$ cat src/rtl/apb_aes_host_master.sv
// rtl/apb_aes_host_master.sv - APB3 initiator driven by a valid/ready request/response port
module apb_aes_host_master #(
    parameter int APB_ADDR_WIDTH = 12,
    parameter int TIMEOUT_CYCLES = 256
) (
    input  logic                      HCLK,
    input  logic                      HRESET,
    input  logic                      req_valid_i,
    output logic                      req_ready_o,
    input  logic                      req_write_i,
    input  logic [APB_ADDR_WIDTH-1:0] req_addr_i,
    input  logic [31:0]               req_wdata_i,
    output logic                      rsp_valid_o,
    input  logic                      rsp_ready_i,
    output logic [31:0]               rsp_rdata_o,
    output logic                      rsp_err_o,
    output logic                      rsp_tmo_o,
    output logic [APB_ADDR_WIDTH-1:0] PADDR,
    output logic [31:0]               PWDATA,
    output logic                      PWRITE,
    output logic                      PSEL,
    output logic                      PENABLE,
    input  logic [31:0]               PRDATA,
    input  logic                      PREADY,
    input  logic                      PSLVERR
);

    // A disabled timeout still needs a legal one-bit timer.
    localparam int TMAX_I = (TIMEOUT_CYCLES > 0) ? TIMEOUT_CYCLES : 1;
    localparam int TW     = (TIMEOUT_CYCLES > 0) ? $clog2(TIMEOUT_CYCLES + 1) : 1;
    localparam logic [TW-1:0] TLAST = TW'(TMAX_I - 1);
    localparam logic [TW-1:0] TMAX  = TW'(TMAX_I);

    typedef enum logic [1:0] {
        ST_IDLE,
        ST_SETUP,
        ST_ACCESS,
        ST_RESP
    } state_t;

    state_t        state;
    logic [TW-1:0] timer;

    always_ff @(posedge HCLK) begin
        if (HRESET) begin
            state       <= ST_IDLE;
            timer       <= '0;
            req_ready_o <= 1'b1;
            rsp_valid_o <= 1'b0;
            rsp_rdata_o <= '0;
            rsp_err_o   <= 1'b0;
            rsp_tmo_o   <= 1'b0;
            PADDR       <= '0;
            PWDATA      <= '0;
            PWRITE      <= 1'b0;
            PSEL        <= 1'b0;
            PENABLE     <= 1'b0;
        end else begin
            case (state)
                ST_IDLE: begin
                    if (req_valid_i) begin
                        PADDR       <= req_addr_i;
                        PWDATA      <= req_wdata_i;
                        PWRITE      <= req_write_i;
                        PSEL        <= 1'b1;
                        PENABLE     <= 1'b0;
                        req_ready_o <= 1'b0;
                        state       <= ST_SETUP;
                    end
                end
                ST_SETUP: begin
                    PENABLE <= 1'b1;
                    timer   <= '0;
                    state   <= ST_ACCESS;
                end
                ST_ACCESS: begin
                    if (PREADY) begin
                        PSEL        <= 1'b0;
                        PENABLE     <= 1'b0;
                        rsp_rdata_o <= PWRITE ? 32'h0 : PRDATA;
                        rsp_err_o   <= PSLVERR;
                        rsp_tmo_o   <= 1'b0;
                        rsp_valid_o <= 1'b1;
                        state       <= ST_RESP;
                    end else if (TIMEOUT_CYCLES != 0 && timer == TLAST) begin
                        PSEL        <= 1'b0;
                        PENABLE     <= 1'b0;
                        rsp_rdata_o <= 32'h0;
                        rsp_err_o   <= 1'b1;
                        rsp_tmo_o   <= 1'b1;
                        rsp_valid_o <= 1'b1;
                        state       <= ST_RESP;
                    end else if (timer != TMAX) begin
                        timer <= timer + TW'(1);
                    end
                end
                ST_RESP: begin
                    if (rsp_ready_i) begin
                        rsp_valid_o <= 1'b0;
                        req_ready_o <= 1'b1;
                        state       <= ST_IDLE;
                    end
                end
                default: state <= ST_IDLE;
            endcase
        end
    end

endmodule

$ cat config.mk
export PLATFORM = sky130hd
export DESIGN_NAME = apb_aes_host_master
export DESIGN_NICKNAME = d
export VERILOG_FILES = /design/src/rtl/apb_aes_host_master.sv
export SDC_FILE = /design/constraint.sdc
export NUM_CORES = 1
export LEC_CHECK = 0
export BUFFER_PORTS_ARGS = -buffer_cell sky130_fd_sc_hd__buf_2
export CAP_MARGIN = 20
export CORE_UTILIZATION = 40
export DETAILED_ROUTE_END_ITERATION = 12
export GPL_TIMING_DRIVEN = 0
export PLACE_DENSITY = 0.73
export SETUP_SLACK_MARGIN = 0.2
export SYNTH_ARGS = -nofsm -noshare
export SYNTH_HDL_FRONTEND = slang
export SYNTH_SLANG_ARGS = --single-unit
$ cat constraint.sdc
create_clock -name HCLK -period 2.1 [get_ports HCLK]
set_clock_uncertainty 0.1 [all_clocks]
set_input_delay 0.21 -clock HCLK [delete_from_list [all_inputs] [get_ports HCLK]]
set_output_delay 0.21 -clock HCLK [all_outputs]
set_load 0.005 [all_outputs]
==> results.md, run 1 <==
* Run status: finished with violations
* Failing checks: negative hold slack
* Gr ovfl total at 0
* Critical path required time at 2.29 ns
* Post-synth EDFFs at 0
* Leakage component of the power at 2.46 nW
* Placeable core area at 8340 um2
* Synthesis-to-layout area growth at 54.5%
* Buffers added on ports at 164
* Detailed-routing iteration count for the pre-antenna-repair pass at 5
* Number of primary I/O pins at 166
* Filler cell count at 692
* Vias in the first global route at 3532
* Post-detailed-route wirelength per cell at 13.8 um
* CTS Buffer Depth at 2
* Chip Width at 95.7 um
* Share of synthesized area occupied by flip-flops and latches at 53.6%
* Number of antenna violations at the first check in global routing at 0
* Power density cells at 954 nW/um2
* Max frequency at 0.477 GHz
* Number of distinct library cells after synthesis at 38
* Remaining max-slew budget at the tightest pin at 62.4%
* HPWL Detailed at 6770 um
* Classification of the worst-slack hold path: in2reg
* Clock tree from TritonCTS: built
* Post-route ant nets at 0
* Kind of start point of the critical path: flip-flop
* Number of nets in the synthesized netlist at 501
* Prevailing post-synth register cell: sky130_fd_sc_hd__dfxtp_1
* Starting utilization of the core area at 42.1%
* Total via count after detailed routing at 3752
* Chip height at 95.7 um
* Deepest level of the CTS H-tree at 3
* Antenna cells at 0
* Number of clock buffers inserted by TritonCTS at 9
* Largest net degree at the start of global routing at 17
* Global-route wire length before repair at 15800 um
* Final hold viol count at 1
* Setup violation total in the final timing report at 0
* Via-to-Cell Ratio at 4.98
* Root buffer cell: sky130_fd_sc_hd__clkbuf_8
* Fraction of final layout cells with drive strength greater than 1 at 36.4%
* Count of clock tree sinks at 94
* Number of DRC markers in iteration 0 at 104
* Max_cap viols at 0
* Synthesis Warnings at 0
* Number of nets in the layout at 734
* DR DRC count at 0
* Biggest fanout along the worst timing path at 4
* Max IR drop VDD at 454 uV
* Minimum setup slack in the final design at 0.00207 ns
* Type of element capturing the critical path: flip-flop
* Final weighted congestion in routability-driven placement at 0.807
* Data arrival time of the critical path at 2.29 ns
* Gr usage total at 22.4%
* Tmin final at 2.10 ns
* Number of synthesized register bits at 94
* Mean area per synthesized cell at 8.57 um2
* Slew at the pin closest to its max-slew limit at 0.564 ns
* Cells after synthesis at 410
* Post-Route Utilization at 65.1%
* Crit Path Class: reg2reg
* Share of flip-flops with an asynchronous set or reset after synthesis at 0%
* Register clock-pin slew on the reported worst setup and hold paths at 0.09 ns
* Number of slew-limit violations in the final report at 0
* Tcrit/Tclk final at 99.9%
* RSZ-0062 raised after global routing: true
* Post-Synthesis Cell Area at 3510 um2
* Post-Place Setup Slack at -0.0721 ns
* Site row count at 33
* Routed wire length at 10400 um
* Post-route worst hold slack at -0.000268 ns
* Worst skew pair latency at 0.35 ns
* Die ar. at 9160 um2
## registers in the layout, indices dropped and copies added (netlist names), 2 cells and up
register and count:
PADDR 12, PWDATA 32, timer 9, state 2, rsp_rdata_o 32
## routing by layer
metal | global-route usage [%] | part of all wire, % | up-vias
met1 | 25.5 | 40 | 1712
li1 | - | - | 1868
met5 | 0 | 0 | -
met4 | 10.4 | 2.9 | 0
met3 | 6.40 | 7.0 | 28
met2 | 38.5 | 50 | 144
## metrics by stage
stage | total power, mW | cells | cell area [um2] | setup TNS [ns]
after floorplan | 3.09 | 410 | 3540 | 0
after global placement | 3.61 | 679 | 4490 | -0.0284
after detailed placement | 3.65 | 679 | 4490 | -0.0721
after CTS | 5.09 | 749 | 5280 | 0
after global routing | 5.51 | 753 | 5430 | -0.110
final | 5.18 | 753 | 5430 | 0
## path summary, 6_finish.rpt
kind                           start                      endpoint  slack [ns]  cells past startpoint
max            timer[0]$_SDFFE_PP0P_         timer[7]$_SDFFE_PP0P_       0.002                      8
min                       PRDATA[20]  rsp_rdata_o[20]$_SDFFE_PP0P_     -0.0003                      3
max reg2reg    timer[0]$_SDFFE_PP0P_         timer[7]$_SDFFE_PP0P_       0.002                      8
min reg2reg  PWDATA[21]$_SDFFE_PP0P_       PWDATA[21]$_SDFFE_PP0P_        0.36                      2
## cell usage in the layout, fill, tap and decap left out, types with 3 or more instances in the layout
cell type,synthesis,layout
sky130_fd_sc_hd__a22oi_1,32,32
sky130_fd_sc_hd__clkbuf_8,0,9
sky130_fd_sc_hd__ha_1,8,4
sky130_fd_sc_hd__nor2_1,37,36
sky130_fd_sc_hd__dfxtp_2,0,4
sky130_fd_sc_hd__o21ai_0,5,4
sky130_fd_sc_hd__clkbuf_4,0,6
sky130_fd_sc_hd__dlygate4sd3_1,0,50
sky130_fd_sc_hd__dfxtp_1,94,88
sky130_fd_sc_hd__buf_2,0,164
sky130_fd_sc_hd__inv_1,11,9
sky130_fd_sc_hd__a211oi_1,3,3
sky130_fd_sc_hd__nand4_1,3,3
sky130_fd_sc_hd__or3_1,3,3
sky130_fd_sc_hd__nand2_1,98,97
sky130_fd_sc_hd__buf_6,1,4
sky130_fd_sc_hd__a21oi_1,56,55
sky130_fd_sc_hd__clkbuf_1,25,11
sky130_fd_sc_hd__clkbuf_2,0,9
sky130_fd_sc_hd__buf_4,0,5
## repair_timing
item,4_1_cts,5_1_grt
hold endpoints to repair,49,1
setup endpoints to repair,81,84
resized for setup,11,62
pin swaps,7,8
setup buffers,5,3
hold buffers,49,1
## final cells by class
| type | instances | area (um2) | area share [%] |
|---|---|---|---|
| buffer | 28 | 146 | 2.70 |
| clock buffer | 9 | 124 | 2.28 |
| clock inverter | 7 | 96.3 | 1.77 |
| inverter | 11 | 43.8 | 0.807 |
| multi-input combinational | 277 | 1600 | 29.5 |
| sequential | 94 | 1890 | 34.9 |
| tap | 105 | 131 | 2.42 |
| timing repair buffer | 222 | 1390 | 25.7 |
## cells in the mapped netlist (all sizes together) (3+ instances only)
cell     n  area (um2)
nand2   98         368
dfxtp   94        1880
a21oi   57         289
nor2    37         139
a22oi   32         240
clkbuf  25        93.8
inv     11        41.3
ha       8         100
o21ai    7        38.8
a211oi   3        22.5
buf      3        18.8
nand3    3        15.0
nand4    3        18.8
or3      3        18.8
## report_power, final
part | switching [mW] | internal (mW)
clock | 0.643 | 0.675
sequential | 0.161 | 2.06
combinational | 0.899 | 0.737
total | 1.70 | 3.48
## kinds of logic (layout without fill, tap and decap cells)
logic type               count (synthesis)  count (layout)  share of synthesized area [%]
buffers and inverters                   39             277                           4.38
AND/OR/NAND/NOR                        156             156                           18.8
flip-flops                              94              94                           53.6
multiplexers                             4               4                           1.21
adder cells (fa/ha/maj)                  8               8                           2.85
AO/OA/AOI/OAI                          109             109                           19.2
## worst max-delay path: stages, from the launching register on
cell and delay (ns):
sky130_fd_sc_hd__dfxtp_4 0.37, sky130_fd_sc_hd__ha_4 0.17, sky130_fd_sc_hd__nand3_2 0.08, sky130_fd_sc_hd__nor2_2 0.04
sky130_fd_sc_hd__ha_2 0.18, sky130_fd_sc_hd__or3b_4 0.38, sky130_fd_sc_hd__buf_6 0.13, sky130_fd_sc_hd__or4_4 0.47
sky130_fd_sc_hd__a21oi_2 0.12
No activity file was read; power rests on OpenSTA's default activity.
==> inputs of run 2 (changes only) <==
--- a/config.mk
+++ b/config.mk
@@ -5,6 +5,7 @@
 export SDC_FILE = /design/constraint.sdc
 export NUM_CORES = 1
 export LEC_CHECK = 0
+export ABC_AREA = 1
 export BUFFER_PORTS_ARGS = -buffer_cell sky130_fd_sc_hd__buf_2
 export CAP_MARGIN = 20
 export CORE_UTILIZATION = 40
==> results.md, run 2 <==
* Number of clock buffers inserted by TritonCTS at 9 (unchanged)
* Max_cap viols at 0 (unchanged)
* Number of nets in the layout at 805 (+9.7%)
* Crit Path Class: reg2reg
* Worst-case reg-to-reg path depth at 12 (+4)
* Antenna cells at 0 (unchanged)
* Top cell types by occurrence after synthesis: sky130_fd_sc_hd__nor2_1 (110), sky130_fd_sc_hd__nand2_1 (99), sky130_fd_sc_hd__dfxtp_1 (94), sky130_fd_sc_hd__o21ai_0 (49), sky130_fd_sc_hd__a21oi_1 (48)
* Post-synthesis mux area share at 0% (-1.2 points)
* Relative contribution of sequential cells to total power at 43.3% (+0.3 points)
* Count of clock tree sinks at 94 (unchanged)
* Largest net degree at the start of global routing at 17 (unchanged)
* Data arrival time of the critical path at 2.10 ns (-0.19 ns)
* Biggest fanout along the worst timing path at 10 (+6)
* Fraction of final layout cells with drive strength greater than 1 at 32.7% (-3.7 points)
* Max frequency at 0.510 GHz (+6.9%)
* Hold EP: PWDATA[27]$_SDFFE_PP0P_
* Number of distinct library cells after synthesis at 24 (-37%)
* Net switching share of the total power at 36.2% (+3.4 points)
* Synthesis-to-layout area growth at 50.2%
* Post-route worst hold slack at 0.00600 ns (+0.00627 ns)
* Routed wire length at 10500 um (+0.93%)
* Reg-to-reg slack, setup at 0.14 ns (+0.14 ns)
* Summed negative setup slack over all endpoints at 0 ns (unchanged)
* Leading cell type by number of instances after synthesis: sky130_fd_sc_hd__nor2_1
* Tmin final at 1.96 ns (-0.136 ns)
* Biggest registers after layout: PWDATA: 32 flops, rsp_rdata_o: 32 flops, PADDR: 12 flops
* Commonest non-fill, non-tap cells in the layout: sky130_fd_sc_hd__buf_2 (169), sky130_fd_sc_hd__nor2_1 (108), sky130_fd_sc_hd__dfxtp_1 (92), sky130_fd_sc_hd__nand2_1 (91)
* Logic gate share of total power at 36.0% (+4.4 points)
* Max IR drop VDD at 477 uV (+5.2%)
* Post-route standard cell area excluding fillers at 5450 um2 (+0.46%)
* Worst skew pair latency at 0.35 ns (about the same)
* Minimum setup slack in the final design at 0.138 ns (+0.136 ns)
* Mean area per synthesized cell at 7.55 um2 (-12%)
* Number of synthesized register bits at 94 (unchanged)
* Post-Synth Simple-Gate Area at 25.7% (+6.9 points)
* Global-route wire length before repair at 16900 um (+6.9%)
* Cell Area, Placed at 4590 um2 (+2.4%)
* Number of antenna violations at the first check in global routing at 0 (unchanged)
* Startpoint of the worst setup timing path: timer[1]$_SDFFE_PP0P_
* Chip height at 97.3 um (+1.6%)
* Post-route ant nets at 0 (unchanged)
* Run status: finished clean
* Number of primary I/O pins at 166 (unchanged)
* Total instance count after detailed placement at 753 (+11%)
* Synth top area share at 51.8% (-1.7 points)
* Area fraction in compound gates after synthesis at 13.5% (-5.7 points)
* Switching Power at 1.96 mW (+15%)
* Internal Dissipation at 3.45 mW (-0.79%)
* Gr ovfl total at 0 (unchanged)
* Number of DRC markers in iteration 0 at 124 (+19%)
* Gr usage total at 21.9% (-0.47 points)
* Type of element capturing the critical path: flip-flop
* Share of flip-flops with an asynchronous set or reset after synthesis at 0% (unchanged)
* Filler cell count at 772 (+12%)
* Launch point of the worst hold path: req_wdata_i[27]
* Final hold viol count at 0 (-1)
* Site row count at 34 (+3.0%)
* Post-Synthesis Cell Area at 3630 um2 (+3.3%)
* Combinational family with the most area after synthesis: simple AND/OR/NAND/NOR gates
* Post-detailed-route wirelength per cell at 12.7 um (-8.0%)
* Placeable core area at 8760 um2 (+5.1%)
* Total area of multi-input combinational cells at 1670 um2 (+4.1%)
* Starting utilization of the core area at 41.4% (-0.69 points)
* Post-synth EDFFs at 0 (unchanged)
* Cells after synthesis at 481 (+17%)
* Vias in the first global route at 3841 (+8.7%)
* Buffers added on ports at 164 (unchanged)
* Kind of start point of the critical path: flip-flop
* Synthesis Warnings at 0 (unchanged)
* Cell depth of the worst hold path at 3 (unchanged)
* Deepest level of the CTS H-tree at 3 (unchanged)
* Tcrit/Tclk final at 93.4% (-6.5 points)
* Classification of the worst-slack hold path: in2reg
* Most common cell after layout, fill and taps aside: sky130_fd_sc_hd__buf_2
* Biggest area contributors in the synthesized netlist: sky130_fd_sc_hd__dfxtp_1 (52%), sky130_fd_sc_hd__nor2_1 (11%), sky130_fd_sc_hd__nand2_1 (10%), sky130_fd_sc_hd__o21ai_0 (6.8%), sky130_fd_sc_hd__a21oi_1 (6.6%)
* Destination of the worst register-to-register timing path: rsp_rdata_o[9]$_SDFFE_PP0P_
* Slew at the pin closest to its max-slew limit at 0.517 ns (-0.0473 ns)
* Leakage component of the power at 2.56 nW (+4.2%)
* XOR/XNOR share of the synthesized area at 0.241% (+0.24 points)
* Share of synthesized area occupied by flip-flops and latches at 51.8% (-1.7 points)
* Register clock-pin slew on the reported worst setup and hold paths at 0.10 ns (about the same)
* Chip Width at 97.3 um (+1.6%)
* Sequential standard cell area at 1880 um2 (-0.53%)
* DR DRC count at 0 (unchanged)
* Root buffer cell: sky130_fd_sc_hd__clkbuf_8
* Detailed-routing iteration count for the pre-antenna-repair pass at 4 (-1)
* Via-to-Cell Ratio at 4.84 (-3.0%)
* Number of slew-limit violations in the final report at 0 (unchanged)
* Total via count after detailed routing at 3994 (+6.4%)
* Clock network fraction of design power at 20.7% (-4.7 points)
* Post-Synth Adder-Cell Area at 2.76% (-0.092 points)
* Die ar. at 9460 um2 (+3.3%)
* Clock tree from TritonCTS: built
* RSZ-0062 raised after global routing: true
* Remaining max-slew budget at the tightest pin at 65.5% (+3.2 points)
* Final weighted congestion in routability-driven placement at 0.784 (-2.9%)
* Cell taking the most area after synthesis: sky130_fd_sc_hd__dfxtp_1
* HPWL Detailed at 6850 um (+1.2%)
* Setup violation total in the final timing report at 0 (unchanged)
* Power density cells at 992 nW/um2 (+4.0%)
* Post-Place Setup Slack at -0.119 ns (-0.0465 ns)
* Prevailing post-synth register cell: sky130_fd_sc_hd__dfxtp_1
* Critical path required time at 2.24 ns (-0.05 ns)
* Startpoint of the most critical register-to-register path: timer[1]$_SDFFE_PP0P_
* CTS Buffer Depth at 2 (unchanged)
* Number of nets in the synthesized netlist at 572 (+14%)
* Final Instance Count excl. Fillers at 826 (+9.7%)
[run 2: layout make-up]
cell class / instances / share of cell area [%]
flip-flops and latches: 94 / 34.5
multi-input cells: 342 / 30.5
repair buffers: 220 / 24.9
plain buffers: 26 / 2.62
clock buffers: 10 / 2.52
well taps: 108 / 2.48
inverters: 21 / 1.58
clock inverters: 5 / 0.803
[run 2: cell families (layout without fill, tap and decap cells)]
group / count (synthesis) / in the layout
simple gates: 233 / 235
buf+inv: 47 / 282
flops: 94 / 94
xor+xnor: 1 / 1
fa+ha+maj: 8 / 8
compound gates: 98 / 98
[run 2: stage by stage]
step	power, mW	utilization [%]
after floorplan	3.40	-
after global placement	4.02	52.4
after detailed placement	4.07	52.4
after CTS	5.35	60.8
after global routing	5.81	62.2
final	5.41	62.2
[run 2: worst max-delay path by stage]
stage,slack [ns],endpoint
after floorplan,0.21,rsp_rdata_o[10]$_SDFFE_PP0P_
after global placement,-0.09,rsp_rdata_o[28]$_SDFFE_PP0P_
after detailed placement,-0.12,rsp_rdata_o[29]$_SDFFE_PP0P_
after global routing,0.04,timer[2]$_SDFFE_PP0P_
final,0.14,rsp_rdata_o[9]$_SDFFE_PP0P_
after CTS,0.20,rsp_rdata_o[29]$_SDFFE_PP0P_
[run 2: metal layers]
metal	routed length (um)	global-route usage, %
met2	5090	38.1
met1	4420	25.3
met5	0	0
met4	221	8.71
met3	751	6.12
[run 2: critical path: stages (launching register included)]
cell and delay (ns):
sky130_fd_sc_hd__dfxtp_2 0.37, sky130_fd_sc_hd__ha_4 0.15, sky130_fd_sc_hd__nand2_4 0.06, sky130_fd_sc_hd__nor2_4 0.13
sky130_fd_sc_hd__nand2_2 0.08, sky130_fd_sc_hd__nor3_2 0.17, sky130_fd_sc_hd__ha_2 0.23, sky130_fd_sc_hd__nor2_4 0.05
sky130_fd_sc_hd__nor2_4 0.15, sky130_fd_sc_hd__inv_4 0.07, sky130_fd_sc_hd__buf_8 0.14, sky130_fd_sc_hd__nand2_1 0.08
sky130_fd_sc_hd__a21oi_1 0.07
[run 2: what timing repair did]
item / 4_1_cts / 5_1_grt
endpoints found under the hold margin: 45 / 2
cloned: 2 / 0
setup endpoints to repair: 46 / 52
gates resized for setup: 16 / 18
hold buffers: 45 / 2
pin swaps: 3 / 10
setup buffers: 3 / 6
[run 2: power groups by stage]
stage	registers [mW]	clock network, mW	logic [mW]
2_1_floorplan	2.40	0	0.999
3_3_place_gp	2.35	0	1.67
3_5_place_dp	2.37	0	1.70
4_1_cts	2.34	1.16	1.86
5_1_grt	2.39	1.24	2.18
6_report	2.34	1.12	1.95
